### config.mk
export PLATFORM = sky130hd
export DESIGN_NAME = agg_frame_scheduler
export DESIGN_NICKNAME = d
export VERILOG_FILES = /design/src/rtl/spi_agg_pkg.sv /design/src/rtl/agg_period_timer.sv /design/src/rtl/agg_frame_scheduler.sv
export SDC_FILE = /design/constraint.sdc
export NUM_CORES = 1
export LEC_CHECK = 0
export CAP_MARGIN = 10
export CORE_ASPECT_RATIO = 1.25
export CORE_MARGIN = 5
export CORE_UTILIZATION = 51
export CTS_CLUSTER_DIAMETER = 150
export CTS_CLUSTER_SIZE = 12
export DETAILED_ROUTE_END_ITERATION = 6
export PLACE_DENSITY = 0.76
export SLEW_MARGIN = 10
export SYNTH_ARGS = -nofsm -noshare
export SYNTH_HDL_FRONTEND = slang
export SYNTH_HIERARCHICAL = 1
export SYNTH_SLANG_ARGS = --single-unit
### constraint.sdc
create_clock -name clk -period 2.2 [get_ports clk]
set_clock_uncertainty 0.2 [all_clocks]
set_input_delay 0.44 -clock clk [delete_from_list [all_inputs] [get_ports clk]]
set_output_delay 0.44 -clock clk [all_outputs]
set_load 0.01 [all_outputs]
### src/rtl/spi_agg_pkg.sv
// Shared definitions for the SPI aggregator: frame-scheduler state
// encoding, default widths and the default watchdog limit.
package spi_agg_pkg;

    localparam int PERIOD_W_DEF = 16;
    localparam int BURST_W_DEF  = 8;
    localparam int FCNT_W_DEF   = 8;
    localparam int TIMEOUT_DEF  = 4096;

    // Frame scheduler state encoding (fixed codes, legacy-compatible)
    typedef logic [2:0] sched_state_t;

    localparam sched_state_t S_IDLE  = 3'd0;
    localparam sched_state_t S_WAIT  = 3'd1;
    localparam sched_state_t S_START = 3'd2;
    localparam sched_state_t S_BUSY  = 3'd3;
    localparam sched_state_t S_DRAIN = 3'd4;

    // States in which the scheduler reports itself as active
    function automatic logic is_active(input sched_state_t s);
        return (s == S_WAIT) || (s == S_START) || (s == S_BUSY);
    endfunction

endpackage

### src/rtl/agg_period_timer.sv
// Free-running frame period timer. Counts 0..period and ticks on the
// last count; the period value is captured at each wrap so a change
// made mid-period only affects the following period.
module agg_period_timer
    import spi_agg_pkg::*;
#(
    parameter int PERIOD_W = PERIOD_W_DEF
)(
    input  logic                clk,
    input  logic                rst_n,
    input  logic                clear,
    input  logic                run,
    input  logic [PERIOD_W-1:0] period,
    output logic                tick
);

    logic [PERIOD_W-1:0] cnt_q;
    logic [PERIOD_W-1:0] period_q;

    assign tick = run && (cnt_q == period_q);

    // Counter with wrap-time sampling of the period; clear re-arms from zero
    always_ff @(posedge clk) begin
        // NOTE: reset is synchronous here, so rst_n is just the first branch
        // of a clocked block and is deliberately absent from the sensitivity list.
        if (!rst_n) begin
            cnt_q    <= '0;
            period_q <= '0;
        end else if (clear) begin
            cnt_q    <= '0;
            period_q <= period;
        end else if (run) begin
            if (cnt_q == period_q) begin
                cnt_q    <= '0;
                period_q <= period;
            end else begin
                cnt_q <= cnt_q + 1'b1;
            end
        end
    end

endmodule

### src/rtl/agg_frame_scheduler.sv
// Frame sequencer for the SPI aggregator. Issues agg_start pulses from
// the period timer (timer mode) or from trigger edges as fixed-length
// bursts (trigger mode), counts completed frames, flags lost starts as
// overruns and stuck frames through a BUSY watchdog.
module agg_frame_scheduler
    import spi_agg_pkg::*;
#(
    parameter int PERIOD_W = PERIOD_W_DEF,
    parameter int BURST_W  = BURST_W_DEF,
    parameter int FCNT_W   = FCNT_W_DEF,
    parameter int TIMEOUT  = TIMEOUT_DEF
)(
    input  logic                clk,
    input  logic                rst_n,
    input  logic                en,
    input  logic                mode,
    input  logic [PERIOD_W-1:0] period,
    input  logic [BURST_W-1:0]  burst_len,
    input  logic                trig,
    output logic                agg_start,
    input  logic                agg_done,
    output logic [FCNT_W-1:0]   frame_cnt,
    output logic                overrun,
    output logic                fault,
    input  logic                err_clr,
    output logic                active
);

    localparam int WD_W = $clog2(TIMEOUT + 1);

    sched_state_t        state_q, state_d;
    logic [BURST_W-1:0]  burst_q, burst_d, burst_dec;
    logic [WD_W-1:0]     wd_q, wd_d;
    logic                trig_q;
    logic                trig_rise, tick, start_req, wd_exp;
    logic                ovr_set, flt_set, frame_inc;

    agg_period_timer #(
        .PERIOD_W (PERIOD_W)
    ) u_timer (
        .clk    (clk),
        .rst_n  (rst_n),
        .clear  (state_q == S_IDLE),
        .run    (is_active(state_q)),
        .period (period),
        .tick   (tick)
    );

    assign trig_rise = trig && !trig_q;
    assign start_req = mode ? trig_rise : tick;
    assign wd_exp    = (wd_q == WD_W'(TIMEOUT - 1));
    assign burst_dec = (burst_q == '0) ? '0 : burst_q - 1'b1;

    // Next-state logic: FSM transitions, burst/watchdog counters, flag events
    always_comb begin
        // NOTE: every signal gets a default first so no path leaves one
        // unassigned, which would otherwise infer a latch.
        state_d   = state_q;
        burst_d   = burst_q;
        wd_d      = '0;
        ovr_set   = 1'b0;
        flt_set   = 1'b0;
        frame_inc = 1'b0;

        case (state_q)
            S_IDLE: begin
                burst_d = '0;
                if (en) state_d = S_WAIT;
            end
            S_WAIT: begin
                if (!en) begin
                    state_d = S_IDLE;
                end else if (!mode && tick) begin
                    state_d = S_START;
                end else if (mode && trig_rise) begin
                    state_d = S_START;
                    burst_d = (burst_len == '0) ? BURST_W'(1) : burst_len;
                end
            end
            S_START: begin
                ovr_set = start_req;
                state_d = en ? S_BUSY : S_DRAIN;
            end
            S_BUSY: begin
                wd_d = wd_q + 1'b1;
                if (agg_done) begin
                    frame_inc = 1'b1;
                    burst_d   = burst_dec;
                    // A tick coinciding with done is accepted, a trigger edge is not
                    ovr_set   = mode && trig_rise;
                    if (!en)                          state_d = S_IDLE;
                    else if (mode && burst_dec != '0) state_d = S_START;
                    else if (!mode && tick)           state_d = S_START;
                    else                              state_d = S_WAIT;
                end else if (wd_exp) begin
                    flt_set = 1'b1;
                    ovr_set = start_req;
                    burst_d = '0;
                    state_d = en ? S_WAIT : S_IDLE;
                end else begin
                    ovr_set = start_req;
                    if (!en) state_d = S_DRAIN;
                end
            end
            S_DRAIN: begin
                wd_d = wd_q + 1'b1;
                if (agg_done) begin
                    frame_inc = 1'b1;
                    state_d   = S_IDLE;
                end else if (wd_exp) begin
                    flt_set = 1'b1;
                    state_d = S_IDLE;
                end
            end
            default: state_d = S_IDLE;
        endcase
    end

    // State, counters and registered outputs; err_clr wins over a same-cycle set
    always_ff @(posedge clk) begin
        if (!rst_n) begin
            state_q   <= S_IDLE;
            burst_q   <= '0;
            wd_q      <= '0;
            trig_q    <= 1'b0;
            agg_start <= 1'b0;
            frame_cnt <= '0;
            overrun   <= 1'b0;
            fault     <= 1'b0;
            active    <= 1'b0;
        end else begin
            // NOTE: non-blocking assignments so every register here samples
            // pre-edge values, independent of statement order.
            state_q   <= state_d;
            burst_q   <= burst_d;
            wd_q      <= wd_d;
            trig_q    <= trig;
            agg_start <= (state_q == S_START);
            active    <= is_active(state_d);
            if (frame_inc) frame_cnt <= frame_cnt + 1'b1;
            overrun   <= !err_clr && (overrun || ovr_set);
            fault     <= !err_clr && (fault || flt_set);
        end
    end

endmodule
==> impl_metrics.tcl, run 1 <==
set metrics [dict create \
    reg2reg_slack_ns 0.11 \
    tns_ns 0 \
    synth_compound_area_frac 0.08683 \
    hold_ws_ns 0.2720 \
    critPathLaunchType "register" \
    final_util 0.6607 \
    grt_pass1_vias 3521 \
    drive_gt1_frac 0.1569 \
    slew-limit-headroom 0.5836 \
    grt_pass1_wl_um 16480 \
    hpwl_um 7068 \
    vias 3667 \
    cp-startpoint "burst_q[0]$_SDFFE_PN0P_" \
    p_leak_uw 0.001806 \
    antenna_found_initial 0 \
    h-tree-depth 3 \
    max_freq_mhz 478.2 \
    nets 559 \
    comb_power_share 0.149 \
    dieHeight_um 107.5 \
    ant_nets 0 \
    max_cap_violations 0 \
    crit_end "burst_q[7]$_SDFFE_PN0P_" \
    fp.coreArea_um2 7401 \
    die_w_um 87.98 \
    place_congestion 0.9584 \
    viasPerCell 5.905 \
    clk_latency_ns 0.36 \
    synthAdderAreaFrac 0.01291 \
    wl_per_cell_um 16.07 \
    syn_inst 459 \
    worstPathRequired_ns 2.29 \
    worst_ep_arrival_time_ns 2.18 \
    p_sw_frac 0.2728 \
    setup_violations 0 \
    crit_type "register to register" \
    period_share 0.9505 \
    path_max_fanout 5 \
    port-buffer-count 42 \
    grt_max_degree 58 \
    grt_usage 0.2193 \
    syn_avg_cell_area_um2 8.445 \
    status "finished clean" \
    start_util 0.5238 \
    post-route-drc-count 0 \
    clkPwrFrac 0.380 \
    syn_to_final_growth_pct 26.15 \
    max-clock-path-buffers 2 \
    end_kind "register" \
    fillerInstances 612 \
    drt_pass1_iterations 5 \
    intPower_uw 2055 \
    synth-edff-count 0 \
    overflow 0 \
    worst_r2r_endpoint "burst_q[7]$_SDFFE_PN0P_" \
    drtIter0Drc 210 \
    synth-seq-cells 69 \
    row_count 35 \
    synth_mux_area_frac 0.01291 \
    synth-seq-area-share 0.3564 \
    synth_xor_area_frac 0.1062 \
    power_density_nw_per_um2 577.8 \
    cts.sinks 69 \
    netlist_area_um2 3876 \
    holdBufCountCts 0 \
    synth_fp_nets 494 \
    async_flop_share 0 \
    ys.flop_type "dfxtp_1" \
    period_needed_ns 2.091 \
    yosys_warnings 6 \
    ys_types 57 \
    finalPower_uw 2825 \
    yosys.area_share.simple 0.3770 \
    r2r_cells 6 \
    cts_tree "done" \
    drv_slew 0 \
    die_area_um2 9455 \
    cts_made_buffers 9 \
    ir_drop_mv 0.3614 \
    hold_viol 0 \
    p_switching_uw 770.9 \
    whs_path_depth 1 \
    seq_power_share 0.471 \
    hold_class "register to register" \
    worst_pin_slew_ns 0.6246 \
    root_buffer "clkbuf_8" \
    antenna_cells 0 \
    wirelength_um 9978 \
    ios 43 \
    rr_startpoint "burst_q[0]$_SDFFE_PN0P_" \
    path_clk_slew_ns 0.07 \
    synth_top_family_by_area "simple AND/OR/NAND/NOR gates" \
]
==> worst min path at each step <==
stage | to | slack (ns) | from
floorplan | wd_q[0]$_SDFF_PN0_ | 0.23 | wd_q[0]$_SDFF_PN0_
global placement | wd_q[0]$_SDFF_PN0_ | 0.25 | wd_q[0]$_SDFF_PN0_
detailed placement | wd_q[0]$_SDFF_PN0_ | 0.26 | wd_q[0]$_SDFF_PN0_
CTS | wd_q[0]$_SDFF_PN0_ | 0.28 | wd_q[0]$_SDFF_PN0_
global route | wd_q[0]$_SDFF_PN0_ | 0.30 | wd_q[0]$_SDFF_PN0_
finish | wd_q[0]$_SDFF_PN0_ | 0.27 | wd_q[0]$_SDFF_PN0_
==> registers in the layout, indices dropped and copies added, names as in the netlist, 3 cells and up <==
signal,cells
u_timer/cnt_q,16
u_timer/period_q,16
wd_q,13
burst_q,8
frame_cnt,8
state_q,3
==> logic make-up after synthesis <==
kind of cell,Yosys count
buffers and inverters,41
and+or+nand+nor,246
AOI/OAI and AO/OA,47
xor gates and xnor gates,47
DFF,69
adders and majority gates,4
muxes,5
==> final cells by class <==
class	count	area [um2]	area share
clock buffer	11	141.4	0.02892
clock inverter	5	60.06	0.01228
inverter	12	45.04	0.009212
multi-input combinational	349	2390	0.4887
sequential	69	1390	0.2843
tap	92	115.1	0.02354
timing repair buffer	83	748.2	0.1530
==> power by group through the flow <==
stage	clock network (uW)	registers, uW	logic [uW]
final	1070	1330	422
after global routing	1140	1340	457
after CTS	1090	1330	398
after detailed placement	0	1360	393
after global placement	0	1360	388
after floorplan	0	1340	243
==> cells in the final DEF (no fill, tap or decap), drive strengths merged, types with 3 or more instances in the layout <==
master         synthesis  final
or3                    7      7
o21ai                 12     12
clkbuf                23     11
o22ai                  3      3
nand3                 29     29
nand2                 33     33
nor2                  44     44
clkdlybuf4s50          0     41
nand2b                 3      3
ha                     4      4
nor4                   5      5
nand4                 48     48
nor2b                  5      5
nor3                   7      7
dfxtp                 69     69
buf                    6     42
a21oi                 10     10
inv                   12     12
xor2                  29     29
clkinv                 0      3
and2                   9      9
and3                   4      4
xnor2                 18     18
a41oi                  3      3
and4                   3      3
mux2i                  5      5
or4b                  17     17
nand4b                17     17
==> Yosys cell counts, types with 3 or more instances <==
| cell type | number | share of area |
|---|---|---|
| or3_1 | 7 | 0.011 |
| o22ai_1 | 3 | 0.0048 |
| nand4b_1 | 17 | 0.038 |
| ha_1 | 4 | 0.013 |
| nand4_1 | 47 | 0.076 |
| a21oi_1 | 9 | 0.012 |
| mux2i_1 | 5 | 0.013 |
| inv_1 | 12 | 0.012 |
| nor3_1 | 7 | 0.0090 |
| or4b_1 | 16 | 0.041 |
| and2_1 | 9 | 0.015 |
| and3_1 | 4 | 0.0065 |
| a41oi_1 | 3 | 0.0068 |
| nor4_1 | 5 | 0.0081 |
| nor2b_1 | 5 | 0.0081 |
| xor2_1 | 29 | 0.066 |
| nor2_1 | 44 | 0.043 |
| and4_1 | 3 | 0.0068 |
| buf_6 | 4 | 0.012 |
| o21ai_0 | 12 | 0.015 |
| xnor2_1 | 18 | 0.041 |
| nand2b_1 | 3 | 0.0048 |
| dfxtp_1 | 69 | 0.36 |
| nand3_1 | 29 | 0.037 |
| clkbuf_1 | 23 | 0.022 |
| nand2_1 | 33 | 0.032 |
==> critical path, stage by stage (launching register included) <==
cell and delay, ns:
dfxtp_1 0.41, inv_1 0.06, ha_1 0.26, nor2b_1 0.15
or4_1 0.56, a21oi_1 0.20, o221a_2 0.21
==> metal layers <==
metal  global-route usage  vias up  wire length, um
li1                     -     1817                -
met1               0.2725     1736             4334
met2               0.3734       96             4979
met3              0.04671       18              466
met4              0.06908        0              197
met5                    0        -                0
==> per-stage QoR <==
step	cells	instance area, um2	setup slack, ns
5_1_grt	621	4890	-0.01459
3_3_place_gp	603	4589	-0.02918
4_1_cts	619	4800	0.02644
2_1_floorplan	459	3879	0.02663
3_5_place_dp	603	4589	-0.09571
6_report	621	4890	0.1088
==> timing repair <==
item                       4_1_cts  5_1_grt
pin swaps                        1        2
setup endpoints to repair        3        3
buffers inserted                 0        2
gates resized for setup          2       18
No activity file was read; power rests on OpenSTA's default activity.
==> run 2, diff against run 1 <==
CTS_CLUSTER_DIAMETER = unset   (was 150)
SETUP_SLACK_MARGIN = 0.4   (was unset)
==> run 2 against run 1 <==
Critical endpoint is now state_q[1]$_SDFF_PN0_. Combinational power is 19% higher. First-iteration DRC count is 15% higher. Hold slack worse by 0.019 ns. Power is 8.1% higher. Fmax is 2.1% lower. Final area is 12% higher. Final cell count is 3.9% higher. Largest cell class unchanged. Global-route usage is 1.4 points higher. Non-clock buffer count is 24 higher.
==> impl_metrics.tcl, run 2 (synthesis gave the netlist of run 1 again) <==
set metrics [dict create \
    status "finished clean" \
    path_max_fanout 3 \
    die_w_um 87.98 \
    end_kind "register" \
    crit_type "register to register" \
    place_congestion 0.9722 \
    port-buffer-count 42 \
    max_cap_violations 0 \
    grt_usage 0.2337 \
    finalPower_uw 3054 \
    period_needed_ns 2.136 \
    grt_pass1_vias 3661 \
    hpwl_um 7029 \
    multi_input_area_um2 2651 \
    worstPathRequired_ns 2.30 \
    syn_to_final_growth_pct 40.99 \
    nets 583 \
    final_cell_mix "buf_4 (49), nand4_1 (47), nor2_1 (42)" \
    dieHeight_um 107.5 \
    slew-limit-headroom 0.6674 \
    worst_pin_slew_ns 0.4984 \
    clk_latency_ns 0.36 \
    rsz0062_at_grt "yes" \
    grt_max_degree 50 \
    hold_class "primary input to register" \
    hold_ws_ns 0.2526 \
    antenna_found_initial 0 \
    die_area_um2 9455 \
    ant_nets 0 \
    row_count 35 \
    hold_viol 0 \
    fillerInstances 521 \
    drive_gt1_frac 0.3201 \
    p_leak_uw 0.002098 \
    critPathLaunchType "register" \
    grt_pass1_wl_um 17460 \
    period_share 0.9709 \
    overflow 0 \
    final_common_cell "buf_4" \
    max-clock-path-buffers 2 \
    seqCellArea_um2 1446 \
    worst_ep_arrival_time_ns 2.23 \
    ir_drop_mv 0.4127 \
    fp.coreArea_um2 7401 \
    drt_pass1_iterations 5 \
    wl_per_cell_um 17.93 \
    cts_made_buffers 9 \
    h-tree-depth 3 \
    cts.sinks 69 \
    antenna_cells 0 \
    power_density_nw_per_um2 558.8 \
    reg.largest.list "u_timer/cnt_q (16), u_timer/period_q (16), wd_q (13)" \
    vias 3905 \
    start_util 0.5238 \
    wirelength_um 11560 \
    ios 43 \
    setup_violations 0 \
    max_freq_mhz 468.2 \
    tns_ns 0 \
    cts_tree "done" \
    path_clk_slew_ns 0.09 \
    post-route-drc-count 0 \
    drv_slew 0 \
    drtIter0Drc 241 \
    root_buffer "clkbuf_8" \
    viasPerCell 6.054 \
]
[run 2: changes by cell type in the layout (fill, tap and decap cells not counted), moves of 5 or more]
cell | before | now
xor2_1 | 27 | 22
buf_6 | 0 | 12
dfxtp_4 | 0 | 9
buf_4 | 39 | 49
dlygate4sd2_1 | 0 | 13
dfxtp_2 | 7 | 25
clkdlybuf4s50_1 | 41 | 27
dfxtp_1 | 62 | 35
[run 2: worst paths after layout]
path | startpoint | endpoint | slack [ns] | cells after the start
setup / recovery | u_timer/cnt_q[6]$_SDFFE_PP0P_ | state_q[1]$_SDFF_PN0_ | 0.06 | 9
hold / removal | rst_n | u_timer/period_q[10]$_SDFFE_PN0P_ | 0.25 | 3
setup reg to reg | u_timer/cnt_q[6]$_SDFFE_PP0P_ | state_q[1]$_SDFF_PN0_ | 0.06 | 9
hold reg to reg | fault$_SDFF_PN0_ | fault$_SDFF_PN0_ | 0.29 | 2
[run 2: layout make-up]
type / instances / share of cell area
clock buffer: 9 / 0.02266
clock inverter: 7 / 0.01900
inverter: 12 / 0.008242
multi-input combinational: 349 / 0.4851
sequential: 69 / 0.2647
tap: 92 / 0.02106
timing repair buffer: 107 / 0.1793
[run 2: report_power, final]
part	internal, uW	switching [uW]
combinational	259	242
sequential	1280	50.0
clock	657	566
[run 2: critical path, cell delays in order (launching register included)]
cell	delay (ns)
dfxtp_1	0.36
xor2_2	0.21
nor4_1	0.30
nand2_1	0.14
nor4_4	0.20
nor2b_4	0.23
o21ai_2	0.09
a21oi_2	0.18
nor3_1	0.06
nor2_1	0.10
[run 2: timing repair]
action | CTS | global route
gates resized for setup | 60 | 57
hold buffers | 0 | 0
pin swaps | 17 | 31
setup endpoints to repair | 58 | 53
buffers inserted | 16 | 17
endpoints found under the hold margin | 0 | 0
gates cloned | 0 | 2
[run 2: per-stage QoR]
step | utilization | worst slack [ns] | instances | instance area [um2]
after global routing | 0.7385 | -0.08613 | 645 | 5465
after detailed placement | 0.6203 | -0.03246 | 594 | 4591
final | 0.7385 | 0.06408 | 645 | 5465
after global placement | 0.6203 | -0.006698 | 594 | 4591
after CTS | 0.6867 | 0.1883 | 626 | 5082
after floorplan | - | 0.2139 | 459 | 4003
[run 2: metal layers]
layer	vias up	routed length [um]	GRT usage
met5	-	0	0
met4	0	359	0.1020
met3	35	494	0.05054
met2	131	6177	0.4073
met1	1876	4531	0.2694
li1	1863	-	-
